## src/rtl/axis_tlast_framer_if.sv

```systemverilog
// AXI-Stream beat bundle shared by the framer's input and output sides.
interface axis_tlast_framer_if #(
    parameter int DATA_WIDTH = 128
);
    logic [DATA_WIDTH-1:0] tdata;
    logic                  tvalid;
    logic                  tready;
    logic                  tlast;

    modport master (output tdata, output tvalid, output tlast, input tready);
    // The framer generates its own TLAST, so the upstream side carries none.
    modport slave  (input tdata, input tvalid, output tready);
endinterface

```

## src/rtl/axis_tlast_framer.sv

```systemverilog
// AXI-Stream TLAST framer: cuts a free-running sample stream into packets of a
// runtime length, with an optional packet-count limit, graceful stop and a
// 2-entry skid buffer so that input ready is registered.
//
// state | meaning
// ------+---------------------------------------------------------------
// IDLE  | input held off, waiting for a start with a non-zero length
// RUN   | accepting beats, tagging every len-th one as last
// DRAIN | stop requested mid-packet; finish the current packet
// FLUSH | input held off, emptying the skid buffer before IDLE
module axis_tlast_framer #(
    parameter int DATA_WIDTH = 128,
    parameter int LEN_WIDTH  = 16,
    parameter int CNT_WIDTH  = 16
) (
    input  logic                   axis_aclk,
    input  logic                   axis_areset,
    input  logic                   i_start,
    input  logic                   i_stop,
    input  logic [LEN_WIDTH-1:0]   i_pkt_len,
    input  logic [CNT_WIDTH-1:0]   i_num_pkts,
    axis_tlast_framer_if.slave     s_axis,
    axis_tlast_framer_if.master    m_axis,
    output logic                   o_busy,
    output logic                   o_done,
    output logic [CNT_WIDTH-1:0]   o_pkt_count,
    output logic                   o_len_err
);

    typedef enum logic [1:0] {IDLE, RUN, DRAIN, FLUSH} state_t;

    state_t                 state_q, state_d;
    logic [LEN_WIDTH-1:0]   len_q, len_m1, beat_q, beat_d;
    logic [CNT_WIDTH-1:0]   num_q, pkt_q, pkt_d, pkt_inc;
    logic                   len_err_q, done_arm_q, done_arm_d;
    logic                   start_ok, len_err_set;

    logic [DATA_WIDTH-1:0]  buf_data [2];
    logic [1:0]             buf_last;
    logic                   rd_ptr, wr_ptr;
    logic [1:0]             fill_q, fill_d;
    logic                   s_ready_q, s_ready_d;
    logic                   m_valid, in_hs, out_hs, beat_last, pkts_complete;

    assign len_m1    = len_q - LEN_WIDTH'(1);
    assign beat_last = (beat_q == len_m1);
    assign pkt_inc   = pkt_q + CNT_WIDTH'(1);
    assign m_valid   = (fill_q != 2'd0);
    assign in_hs     = s_axis.tvalid & s_ready_q;
    assign out_hs    = m_valid & m_axis.tready;
    assign fill_d    = fill_q + {1'b0, in_hs} - {1'b0, out_hs};

    assign pkts_complete = in_hs & beat_last & (num_q != '0) & (pkt_inc == num_q);

    // Next-state, beat/packet counter and done-arm decisions.
    always_comb begin
        state_d     = state_q;
        beat_d      = beat_q;
        pkt_d       = pkt_q;
        done_arm_d  = done_arm_q;
        start_ok    = 1'b0;
        len_err_set = 1'b0;
        case (state_q)
            IDLE: begin
                if (i_start) begin
                    if (i_pkt_len != '0) begin
                        start_ok   = 1'b1;
                        state_d    = RUN;
                        beat_d     = '0;
                        pkt_d      = '0;
                        done_arm_d = 1'b0;
                    end else begin
                        len_err_set = 1'b1;
                    end
                end
            end
            RUN, DRAIN: begin
                if (in_hs) begin
                    if (beat_last) begin
                        beat_d = '0;
                        pkt_d  = pkt_inc;
                    end else begin
                        beat_d = beat_q + LEN_WIDTH'(1);
                    end
                end
                if (pkts_complete) begin
                    state_d    = FLUSH;
                    done_arm_d = 1'b1;
                end else if (state_q == DRAIN) begin
                    if (in_hs && beat_last) state_d = FLUSH;
                end else if (i_stop) begin
                    // Judge the boundary after this cycle's beat, so a stop that
                    // coincides with a packet's first beat still drains the packet.
                    state_d = (beat_d == '0) ? FLUSH : DRAIN;
                end
            end
            FLUSH: begin
                if (fill_q == 2'd0) begin
                    state_d    = IDLE;
                    done_arm_d = 1'b0;
                end
            end
            default: state_d = IDLE;
        endcase
    end

    // Ready is registered from the predicted fill so it never follows m_axis.tready combinationally.
    always_comb begin
        s_ready_d = ((state_d == RUN) || (state_d == DRAIN)) && (fill_d != 2'd2);
    end

    // Control state, counters and latched configuration.
    always_ff @(posedge axis_aclk or posedge axis_areset) begin
        if (axis_areset) begin
            state_q    <= IDLE;
            beat_q     <= '0;
            pkt_q      <= '0;
            len_q      <= '0;
            num_q      <= '0;
            len_err_q  <= 1'b0;
            done_arm_q <= 1'b0;
            s_ready_q  <= 1'b0;
        end else begin
            state_q    <= state_d;
            beat_q     <= beat_d;
            pkt_q      <= pkt_d;
            done_arm_q <= done_arm_d;
            s_ready_q  <= s_ready_d;
            if (start_ok) begin
                len_q     <= i_pkt_len;
                num_q     <= i_num_pkts;
                len_err_q <= 1'b0;
            end else if (len_err_set) begin
                len_err_q <= 1'b1;
            end
        end
    end

    // Two-entry skid buffer holding {tdata, tlast}; the head entry stays put until popped.
    always_ff @(posedge axis_aclk or posedge axis_areset) begin
        if (axis_areset) begin
            for (int i = 0; i < 2; i++) buf_data[i] <= '0;
            buf_last <= '0;
            rd_ptr   <= 1'b0;
            wr_ptr   <= 1'b0;
            fill_q   <= 2'd0;
        end else begin
            if (in_hs) begin
                buf_data[wr_ptr] <= s_axis.tdata;
                buf_last[wr_ptr] <= beat_last;
                wr_ptr           <= ~wr_ptr;
            end
            if (out_hs) rd_ptr <= ~rd_ptr;
            fill_q <= fill_d;
        end
    end

    assign s_axis.tready = s_ready_q;
    assign m_axis.tvalid = m_valid;
    assign m_axis.tdata  = buf_data[rd_ptr];
    assign m_axis.tlast  = buf_last[rd_ptr] & m_valid;

    assign o_busy      = (state_q != IDLE);
    // Only a count-limited run arms done; the final beat is the sole entry left in FLUSH.
    assign o_done      = (state_q == FLUSH) & done_arm_q & out_hs & (fill_q == 2'd1);
    assign o_pkt_count = pkt_q;
    assign o_len_err   = len_err_q;

endmodule
```

## src/flat_wrapper.sv

```systemverilog
// flat-port wrapper written by rule: the top's interface ports become plain ports
module axis_tlast_framer_flat 
#(
    parameter int DATA_WIDTH = 128,
    parameter int LEN_WIDTH  = 16,
    parameter int CNT_WIDTH  = 16
)
  (axis_aclk, axis_areset, i_start, i_stop, i_pkt_len, i_num_pkts, o_busy, o_done, o_pkt_count, o_len_err, s_axis_tdata, s_axis_tvalid, s_axis_tready, m_axis_tdata, m_axis_tvalid, m_axis_tlast, m_axis_tready);
  axis_tlast_framer_if #(.DATA_WIDTH(DATA_WIDTH)) s_axis_i ();
  axis_tlast_framer_if #(.DATA_WIDTH(DATA_WIDTH)) m_axis_i ();
  input  logic axis_aclk;
  input  logic axis_areset;
  input  logic i_start;
  input  logic i_stop;
  input  logic [LEN_WIDTH-1:0] i_pkt_len;
  input  logic [CNT_WIDTH-1:0] i_num_pkts;
  output logic o_busy;
  output logic o_done;
  output logic [CNT_WIDTH-1:0] o_pkt_count;
  output logic o_len_err;
  input wire logic [$bits(s_axis_i.tdata)-1:0] s_axis_tdata;
  input wire logic [$bits(s_axis_i.tvalid)-1:0] s_axis_tvalid;
  output wire logic [$bits(s_axis_i.tready)-1:0] s_axis_tready;
  output wire logic [$bits(m_axis_i.tdata)-1:0] m_axis_tdata;
  output wire logic [$bits(m_axis_i.tvalid)-1:0] m_axis_tvalid;
  output wire logic [$bits(m_axis_i.tlast)-1:0] m_axis_tlast;
  input wire logic [$bits(m_axis_i.tready)-1:0] m_axis_tready;
  assign s_axis_i.tdata = s_axis_tdata;
  assign s_axis_i.tvalid = s_axis_tvalid;
  assign s_axis_tready = s_axis_i.tready;
  assign m_axis_tdata = m_axis_i.tdata;
  assign m_axis_tvalid = m_axis_i.tvalid;
  assign m_axis_tlast = m_axis_i.tlast;
  assign m_axis_i.tready = m_axis_tready;
  axis_tlast_framer #(.DATA_WIDTH(DATA_WIDTH), .LEN_WIDTH(LEN_WIDTH), .CNT_WIDTH(CNT_WIDTH)) u_core (.axis_aclk(axis_aclk), .axis_areset(axis_areset), .i_start(i_start), .i_stop(i_stop), .i_pkt_len(i_pkt_len), .i_num_pkts(i_num_pkts), .s_axis(s_axis_i), .m_axis(m_axis_i), .o_busy(o_busy), .o_done(o_done), .o_pkt_count(o_pkt_count), .o_len_err(o_len_err));
endmodule
```

## config.mk

```make
export PLATFORM = sky130hd
export DESIGN_NAME = axis_tlast_framer_flat
export DESIGN_NICKNAME = d
export VERILOG_FILES = /design/src/rtl/axis_tlast_framer_if.sv /design/src/rtl/axis_tlast_framer.sv /design/src/flat_wrapper.sv
export SDC_FILE = /design/constraint.sdc
export NUM_CORES = 1
export LEC_CHECK = 0
export ABC_AREA = 1
export BUFFER_PORTS_ARGS = -buffer_cell sky130_fd_sc_hd__buf_2
export CAP_MARGIN = 20
export CORE_MARGIN = 10
export CORE_UTILIZATION = 40
export CTS_BUF_LIST = sky130_fd_sc_hd__clkbuf_4 sky130_fd_sc_hd__clkbuf_8 sky130_fd_sc_hd__clkbuf_16
export DETAILED_ROUTE_END_ITERATION = 8
export PLACE_DENSITY_LB_ADDON = 0.08
export SYNTH_ARGS = -nofsm -noshare
export SYNTH_HDL_FRONTEND = slang
export SYNTH_SLANG_ARGS = --single-unit
```

## constraint.sdc

```tcl
create_clock -name axis_aclk -period 23.2 [get_ports axis_aclk]
set_clock_uncertainty 0.05 [all_clocks]
set_input_delay 3.48 -clock axis_aclk [delete_from_list [all_inputs] [get_ports axis_aclk]]
set_output_delay 3.48 -clock axis_aclk [all_outputs]
set_load 0.02 [all_outputs]
```

### Word-level counts from Yosys, hierarchy flattened

Index checks and enable logic that the tools add are counted.

| word-level totals | value |
|---|---|
| bits in registers | 331 |
| input port bits | 166 |
| output and inout bits | 150 |
| word-level logic and storage cells | 113 |

| operators by class | value |
|---|---|
| add/sub/neg operators | 5 |
| magnitude comparators | 6 |
| equal/unequal tests | 15 |
| muxes and demuxes | 42 |
| bitwise operators | 13 |
| reduce and logical (&&, ||, !) cells | 18 |

Operator list:

| cell | count |
|---|---|
| 128-bit two-way mux | 4 |
| 256-bit bitwise mux | 1 |
| 128-bit demux with 1-bit select | 1 |
| 16-bit two-way mux | 7 |
| 16-bit case mux with 2 select lines | 2 |
| 16-bit by 1-bit adder with 16-bit output, second input constant | 2 |
| 16-bit equality test | 2 |
| 16-bit nonzero test | 2 |
| 16-bit logical NOT | 1 |
| 1-bit two-way mux | 16 |
| 16-bit by 1-bit subtractor with 16-bit output, second input constant | 1 |
| 2-bit two-way mux | 7 |
| 2-bit by 1-bit inequality test with 1-bit output, second input constant | 5 |
| 1-bit AND | 9 |
| 2-bit nonzero test | 4 |
| 2-bit by 1-bit equality test with 1-bit output, second input constant | 3 |
| 2-bit equality test, second input constant | 3 |
| 2-bit case mux with 3 select lines | 1 |
| 5-bit AND reduction | 1 |
| 2-bit greater-or-equal comparator, second input constant | 2 |
| 1-bit logical AND | 4 |
| 2-bit logical NOT | 2 |
| 1-bit by 2-bit < comparator with 1-bit output, second input constant | 2 |
| 2-bit inequality test, second input constant | 2 |
| 13 further kinds | 15 |

### Logic depth before layout (Yosys ltp)

Gate-level depths: netlist of the first run.

| depth | value |
|---|---|
| word-level depth | 14 |
| depth in mapped cells | 26 |
| mapped depth without buffers | 25 |

### Least setup slack after synthesis of the first run

OpenSTA, ideal clock, no wires.

| timing path | value |
|---|---|
| path type | input to output |
| from | in m_axis_tready |
| to | out o_done |
| data arrival time | 4.235 ns |
| required time | 19.670 ns |
| path slack | 15.435 ns |
| stages | 4 |
| buffers on the path | 0 |
| path through | inv_1 nor2_1 nand3_1 nor3_1 |

| between the ends | value |
|---|---|
| longest elaborated chain between the ends | 3 |

RTL lines:

| element | RTL line | RTL |
|---|---|---|
| start, declared | flat_wrapper.sv:27 | `input wire logic [$bits(m_axis_i.tready)-1:0] m_axis_tready;` |
| 1-bit AND | axis_tlast_framer.sv:50 | `assign out_hs = m_valid & m_axis.tready;` |
| named net u_core.out_hs | axis_tlast_framer.sv:43 | `logic m_valid, in_hs, out_hs, beat_last, pkts_complete;` |
| 1-bit AND (2 in a row) | axis_tlast_framer.sv:165 | `assign o_done = (state_q == FLUSH) & done_arm_q & out_hs & (fill_q == 2'd1);` |
| end, declared | flat_wrapper.sv:18 | `output logic o_done;` |

The timed path passes the listed nets, and every way through them passes these cells.

### Worst setup path in the final report of the first run

Ends and elaborated chain as after synthesis.

==> results_tabular.tex, run 1 <==
\begin{tabular}{lr}
\hline
Metric & Value \\
\hline
\multicolumn{2}{l}{\textbf{Status}} \\
Result of the run & finished, final reports clean \\
\multicolumn{2}{l}{\textbf{Route}} \\
Final wirelength & 47800 um \\
DR WL/cell & 16.3 um \\
Length of the first detailed-routing pass in iterations & 5 \\
Remaining antenna violation count & 0 \\
Iter 0 DRT Violations & 1139 \\
Residual DRC count & 0 \\
Vias per std cell & 4.87 \\
Total via count in the routed design & 14259 \\
\multicolumn{2}{l}{\textbf{Critical path}} \\
Cell breakdown of the critical path & buf\_2 -> inv\_1 -> nor2\_1 -> nand3\_1 -> nor3\_1 -> buf\_2 \\
Required @ worst endpoint & 19.67 ns \\
Family with the most delay on the worst path & simple AND/OR/NAND/NOR gates \\
Largest fanout of any net on the critical path & 3 \\
Slack of the worst reg-to-reg path & 20.03 ns \\
Arrival time at the worst endpoint & 4.24 ns \\
Slowest library cell on the worst path & nor2\_1 \\
Worst-case reg-to-reg path depth & 5 \\
Capture instance of the worst register-to-register path & u\_core.buf\_last[1] \\
Critical Path Source Type & input port \\
Crit path top cell by count & buf\_2 \\
Worst path buffer plus inverter count & 3 \\
Worst path max stage delay & 0.21 ns \\
Critical path endpoint category & output port \\
Type of the worst setup path & input port to output port \\
Reg2Reg Launch Point & u\_core.s\_axis.tready \\
\multicolumn{2}{l}{\textbf{Worst hold path}} \\
Min-Delay Path Class & flip-flop to flip-flop \\
Hold path cells & 2 \\
Critical hold path startpoint & u\_core.buf\_data[21] \\
Hold EP & u\_core.buf\_data[21] \\
\multicolumn{2}{l}{\textbf{STA}} \\
Hold Violations, Final & 0 \\
Highest attainable clock frequency & 129 MHz \\
Final total negative setup slack & 0 ns \\
Worst slew slack as a fraction of its limit & 33.7\% \\
Unrepaired setup endpoints after global routing & false \\
Final min period & 7.77 ns \\
Setup violation total in the final timing report & 0 \\
Tightest hold margin & 0.425 ns \\
Share of the cycle needed by the critical path after routing & 33.5\% \\
Transition time at the pin with the least slew margin & 0.994 ns \\
Number of pins with negative max-slew slack in the final report & 0 \\
\multicolumn{2}{l}{\textbf{Placement}} \\
Placed cells & 2858 \\
Weighted congestion at the end of routability-driven global placement & 0.866 \\
Quantity of I/O buffers inserted on ports & 315 \\
Placed cell areas & 0.0180 sq mm \\
Post-detailed-placement half-perimeter wirelength & 33200 um \\
\multicolumn{2}{l}{\textbf{Synthesis}} \\
Synthesized instance count & 2109 \\
Sequential share of the synthesized area & 51.6\% \\
Post-synth EDFFs & 0 \\
Net count after synthesis & 2284 \\
Synthesis warning total & 0 \\
Count of cell types in the netlist & 42 \\
Cell Area, Synth & 0.0161 sq mm \\
Flop and latch count out of synthesis & 331 \\
Leading register cell type out of synthesis & dfrtp\_1 \\
Post-Syn Area per Cell & 7.62 sq um \\
Async set-reset flop share out of synthesis & 100\% \\
\multicolumn{2}{l}{\textbf{Global routing}} \\
Via count of the first global-routing pass & 13661 \\
First-pass GRT wire length & 75400 um \\
Antenna violations before repair & 0 \\
GR Util All Layers & 19.4\% \\
Total overflow reported by the global router & 0 \\
Pin count of the biggest net entering global routing & 129 \\
\multicolumn{2}{l}{\textbf{CTS}} \\
Number of sinks on the clock net & 331 \\
\# Post-CTS Setup Buffers & 0 \\
Hold-fix buffers at CTS & 0 \\
Clock tree from TritonCTS & built \\
Worst-skew pair later-pin latency & 0.55 ns \\
Clock root cell & clkbuf\_16 \\
Clock slew at the register clock pins of the worst setup and hold paths & 0.06 ns \\
Maximum buffer depth of the clock tree & 3 \\
Number of buffers inserted during clock tree synthesis & 38 \\
H-tree depth & 2 \\
CTS resizes & 0 \\
\multicolumn{2}{l}{\textbf{Floorplan}} \\
Die width & 220 um \\
Initial core utilization & 40.4\% \\
Number of standard-cell rows in the floorplan & 73 \\
Total core area & 0.0397 sq mm \\
Total die area & 0.0486 sq mm \\
Die Y-Extent & 220 um \\
I/O pin total & 316 \\
\multicolumn{2}{l}{\textbf{Layout}} \\
Multi-input logic area & 0.00649 sq mm \\
Number of nets in the final layout & 2550 \\
Area of all placed cells without fillers & 0.0193 sq mm \\
Layout Area Growth over Synthesis & 20.1\% \\
Share of post-route cells with drive strength above 1 & 17.9\% \\
FILL cells & 4025 \\
Number of cells in the finished layout apart from fillers & 2928 \\
Reg area & 0.00829 sq mm \\
\multicolumn{2}{l}{\textbf{Job}} \\
Max capacitance violation total & 0 \\
\multicolumn{2}{l}{\textbf{Power and ir drop}} \\
Sum of internal, switching and leakage power & 2930 uW \\
Worst vdd rail ir drop & 69.0 uV \\
Leak Pwr & 0.0101 uW \\
Cell area power density & 152 mW/mm\^{}2 \\
\hline
\end{tabular}
==> how the worst max path moves through the flow <==
| stage | startpoint | depth (start not counted) | end | slack (ns) |
|---|---|---|---|---|
| CTS | m_axis_tready | 6 | o_done | 15.42 |
| floorplan | axis_areset | 1 | u_core.beat_q[0] | 10.50 |
| finish | m_axis_tready | 6 | o_done | 15.43 |
| detailed placement | m_axis_tready | 6 | o_done | 15.44 |
| global placement | m_axis_tready | 6 | o_done | 15.45 |
| global route | m_axis_tready | 6 | o_done | 15.30 |
==> cell families (layout without fill, tap and decap cells) <==
logic type                 count (synthesis)  count (layout)  synth area share, %
and+or+nand+nor                         1040            1040                 26.3
AOI/OAI and AO/OA                        347             347                 11.2
buffers and inverters                    344             636                 8.16
DFF                                      331             331                 51.6
xor gates and xnor gates                  38              38                 2.07
adders and majority gates                  9               9                0.701
other                                      0               2                    0
==> placed cells by master (no fill, tap or decap), types with 9 or more instances in the layout <==
cell and n:
o22ai_1 15, nor4_1 10, o21ai_0 307, nand4_1 18
nor2_1 59, inv_1 239, buf_2 315, dfrtp_1 330
a21oi_1 11, nand3_1 58, ha_1 9, buf_4 10
nand2_1 847, clkbuf_16 39, nor3_1 14, xor2_1 30
==> power by group <==
part           total [uW]  internal [uW]  switching [uW]
combinational        1330            413             921
clock                 594            354             240
sequential            998            841             157
total                2930           1610            1320
==> layout make-up <==
type	count	area share, %
clock buffer	55	5.94
inverter	243	4.79
tap	525	3.41
clock inverter	11	0.448
sequential	331	43.0
antenna	2	0.0260
timing repair buffer	327	8.78
multi-input combinational	1434	33.6
==> layer usage <==
metal	up-vias	wire, um	GRT usage (%)
met5	-	0	0
met4	0	878	4.70
met3	57	2770	3.73
met2	315	23000	31.7
met1	6758	21200	26.1
li1	7129	-	-
==> tightest hold or removal path, stage by stage, from the launching register on <==
cell	delay, ns
dfrtp_1	0.34
nand2_1	0.05
nand2_1	0.05
==> state kept, by name, summed over array words and instances, names as in the netlist <==
signal	cells
u_core.beat_q	16
u_core.buf_data	256
u_core.buf_last	2
u_core.done_arm_q	1
u_core.fill_q	2
u_core.len_q	16
u_core.num_q	16
u_core.o_len_err	1
u_core.o_pkt_count	16
u_core.rd_ptr	1
u_core.s_axis.tready	1
u_core.state_q	2
u_core.wr_ptr	1
==> per-stage QoR <==
step | utilization (%) | setup slack (ns)
floorplan | - | 10.50
global placement | 45.3 | 15.45
detailed placement | 45.3 | 15.44
CTS | 48.4 | 15.42
global route | 48.5 | 15.30
finish | 48.5 | 15.43
==> synthesized netlist by cell type (all sizes together) (2+ instances only) <==
library cell	n	area, sq um
or2	3	18.8
clkbuf	92	348
xnor2	8	70.1
nand3b	2	15.0
dfrtp	331	8280
nor2	71	330
o21ai	310	1560
o32ai	6	52.6
nand3	60	318
o22ai	15	93.8
inv	242	908
a21oi	13	72.6
xor2	30	263
nand4	18	113
nor4	10	62.6
ha	9	113
or4	2	15.0
nand2	857	3250
buf	9	50.1
nor3	15	86.3
(Power assumes the default switching activity.)
==> run 2, diff against run 1 <==
- clock period: 23.2 -> 7.1 ns (I/O delays scaled with it)
==> results_tabular.tex, run 2 (synthesized netlist as in run 1, its figures left out) <==
\begin{tabular}{lr}
\hline
Metric & Value \\
\hline
\multicolumn{2}{l}{\textbf{Critical path}} \\
Critical path endpoint category & output port \\
Worst path max stage delay & 1.02 ns (+0.81 ns) \\
Cell breakdown of the critical path & buf\_12 -> o21ai\_0 -> buf\_2 \\
Largest fanout of any net on the critical path & 163 (+160) \\
Arrival time at the worst endpoint & 2.84 ns (-1.40 ns) \\
Worst-case reg-to-reg path depth & 25 (+20) \\
Beginning of the critical path & u\_core.rd\_ptr \\
Capture instance of the worst register-to-register path & u\_core.s\_axis.tready \\
Slowest library cell on the worst path & dfrtp\_4 \\
Type of the worst setup path & flip-flop to output port \\
Critical path destination & m\_axis\_tdata[46] \\
Critical Path Source Type & flip-flop \\
Required @ worst endpoint & 5.98 ns (-13.69 ns) \\
Reg2Reg Launch Point & u\_core.len\_q[0] \\
Slack of the worst reg-to-reg path & 3.97 ns (-16.06 ns) \\
\multicolumn{2}{l}{\textbf{CTS}} \\
Number of buffers inserted during clock tree synthesis & 39 (+2.6\%) \\
H-tree depth & 2 (unchanged) \\
Maximum buffer depth of the clock tree & 3 (unchanged) \\
Clock root cell & clkbuf\_16 \\
Worst-skew pair later-pin latency & 0.56 ns (about the same) \\
Clock tree from TritonCTS & built \\
\# Post-CTS Setup Buffers & 0 (unchanged) \\
Number of sinks on the clock net & 331 (unchanged) \\
Clock slew at the register clock pins of the worst setup and hold paths & 0.06 ns (about the same) \\
Hold-fix buffers at CTS & 0 (unchanged) \\
CTS resizes & 0 (unchanged) \\
\multicolumn{2}{l}{\textbf{Layout}} \\
Antenna fix cells & 0 (-2) \\
Layout Area Growth over Synthesis & 20.7\% \\
Number of nets in the final layout & 2549 (-0.039\%) \\
Area of all placed cells without fillers & 0.0194 sq mm (+0.54\%) \\
Register with the most flip-flops & u\_core.buf\_data \\
Number of cells in the finished layout apart from fillers & 2924 (-0.14\%) \\
Share of post-route cells with drive strength above 1 & 17.8\% (-0.068 points) \\
Most used cells in the layout excluding fill and tap cells & nand2\_1 (847), dfrtp\_1 (330), buf\_2 (315), o21ai\_0 (307), inv\_1 (239) \\
Most frequent standard cell in the layout excluding fill and tap cells & nand2\_1 \\
Flip-flop count of the largest register after layout & 256 (unchanged) \\
\multicolumn{2}{l}{\textbf{Route}} \\
Final wirelength & 48700 um (+1.9\%) \\
Total via count in the routed design & 14145 (-0.80\%) \\
Remaining antenna violation count & 0 (unchanged) \\
Residual DRC count & 0 (unchanged) \\
Length of the first detailed-routing pass in iterations & 5 (unchanged) \\
DR WL/cell & 16.7 um (+2.1\%) \\
Vias per std cell & 4.84 (-0.66\%) \\
Iter 0 DRT Violations & 1211 (+6.3\%) \\
\multicolumn{2}{l}{\textbf{STA}} \\
Transition time at the pin with the least slew margin & 1.14 ns (+0.146 ns) \\
Worst slew slack as a fraction of its limit & 24.0\% (-9.7 points) \\
Final total negative setup slack & 0 ns (unchanged) \\
Setup violation total in the final timing report & 0 (unchanged) \\
Hold Violations, Final & 0 (unchanged) \\
Tightest hold margin & 0.390 ns (-0.0348 ns) \\
Share of the cycle needed by the critical path after routing & 55.7\% \\
Unrepaired setup endpoints after global routing & false \\
Number of pins with negative max-slew slack in the final report & 0 (unchanged) \\
Final min period & 3.95 ns \\
Highest attainable clock frequency & 253 MHz \\
\multicolumn{2}{l}{\textbf{Floorplan}} \\
Die width & 220 um (unchanged) \\
Total core area & 0.0397 sq mm (unchanged) \\
Initial core utilization & 40.4\% (unchanged) \\
Number of standard-cell rows in the floorplan & 73 (unchanged) \\
Total die area & 0.0486 sq mm (unchanged) \\
I/O pin total & 316 (unchanged) \\
Die Y-Extent & 220 um (unchanged) \\
\multicolumn{2}{l}{\textbf{Global routing}} \\
Total overflow reported by the global router & 0 (unchanged) \\
First-pass GRT wire length & 76500 um (+1.4\%) \\
Antenna violations before repair & 0 (unchanged) \\
GR Util All Layers & 19.7\% (+0.28 points) \\
Via count of the first global-routing pass & 13843 (+1.3\%) \\
Pin count of the biggest net entering global routing & 169 (+31\%) \\
\multicolumn{2}{l}{\textbf{Power and ir drop}} \\
Part of the total power dissipated in combinational logic & 45.0\% (-0.6 points) \\
Cell area power density & 502 mW/mm\^{}2 (+230\%) \\
Sw frac & 45.0\% (-0.11 points) \\
Leak Pwr & 0.0101 uW (+0.37\%) \\
Clock network fraction of total power & 21.2\% (+0.9 points) \\
Worst vdd rail ir drop & 288 uV (+320\%) \\
Switching component of the power & 4380 uW (+230\%) \\
Internal Dissipation & 5360 uW (+230\%) \\
Seq pwr share & 33.8\% (-0.3 points) \\
\multicolumn{2}{l}{\textbf{Placement}} \\
Weighted congestion at the end of routability-driven global placement & 0.877 (+1.2\%) \\
Quantity of I/O buffers inserted on ports & 315 (unchanged) \\
Post-detailed-placement half-perimeter wirelength & 33600 um (+1.4\%) \\
Placed cell areas & 0.0180 sq mm (+0.10\%) \\
Placed cells & 2856 (-0.070\%) \\
\multicolumn{2}{l}{\textbf{Status}} \\
Result of the run & finished, final reports clean \\
\multicolumn{2}{l}{\textbf{Job}} \\
Max capacitance violation total & 0 (unchanged) \\
\multicolumn{2}{l}{\textbf{Worst hold path}} \\
Min-Delay Path Class & input port to asynchronous set/reset pin \\
\hline
\end{tabular}
[run 2: worst min-delay path by stage]
stage,cells past startpoint,from,end,slack (ns)
2_1_floorplan,2,u_core.buf_last[0],u_core.buf_last[0],0.40
3_3_place_gp,2,u_core.buf_data[72],u_core.buf_data[72],0.41
3_5_place_dp,2,u_core.buf_data[33],u_core.buf_data[33],0.41
4_1_cts,2,axis_areset,u_core.buf_data[4],0.36
5_1_grt,2,axis_areset,u_core.buf_data[135],0.38
6_report,2,axis_areset,u_core.buf_data[132],0.39
[run 2: critical path: cells and delay by family (launching register included)]
kind                   cells  cell delay [ns]
AO/OA/AOI/OAI              1             0.33
flip-flops                 1             1.02
buffers and inverters      2             0.70
[run 2: area by class of cell]
cell class / count / area, sq um
Timing Repair Buffer: 325 / 1720
Sequential cell: 331 / 8290
Inverter: 243 / 921
Clock inverter: 9 / 143
Fill cell: 3985 / 20300
Clock buffer: 57 / 1180
Multi-Input combinational cell: 1434 / 6490
Tap cell: 525 / 657
[run 2: power by group through the flow]
stage	clock network (uW)	logic (uW)	registers [uW]
5_1_grt	2200	4940	3400
6_report	2060	4390	3290
4_1_cts	2120	4420	3290
3_5_place_dp	0	4400	3320
3_3_place_gp	0	4360	3310
2_1_floorplan	0	3040	3160
[run 2: metrics by stage]
step | utilization (%) | total power (uW) | worst slack, ns
after floorplan | - | 6200 | 1.56
after global placement | 45.4 | 7670 | 3.37
after detailed placement | 45.4 | 7720 | 3.40
after CTS | 48.7 | 9840 | 3.02
after global routing | 48.8 | 10500 | 2.94
final | 48.8 | 9740 | 3.15
[run 2: metal layers]
layer / up-vias / share of wire (%) / track usage (%)
li1: 7113 / - / -
met1: 6626 / 46 / 27.4
met2: 343 / 47 / 31.0
met3: 63 / 5.7 / 3.09
met4: 0 / 2.2 / 6.00
met5: - / 0 / 0
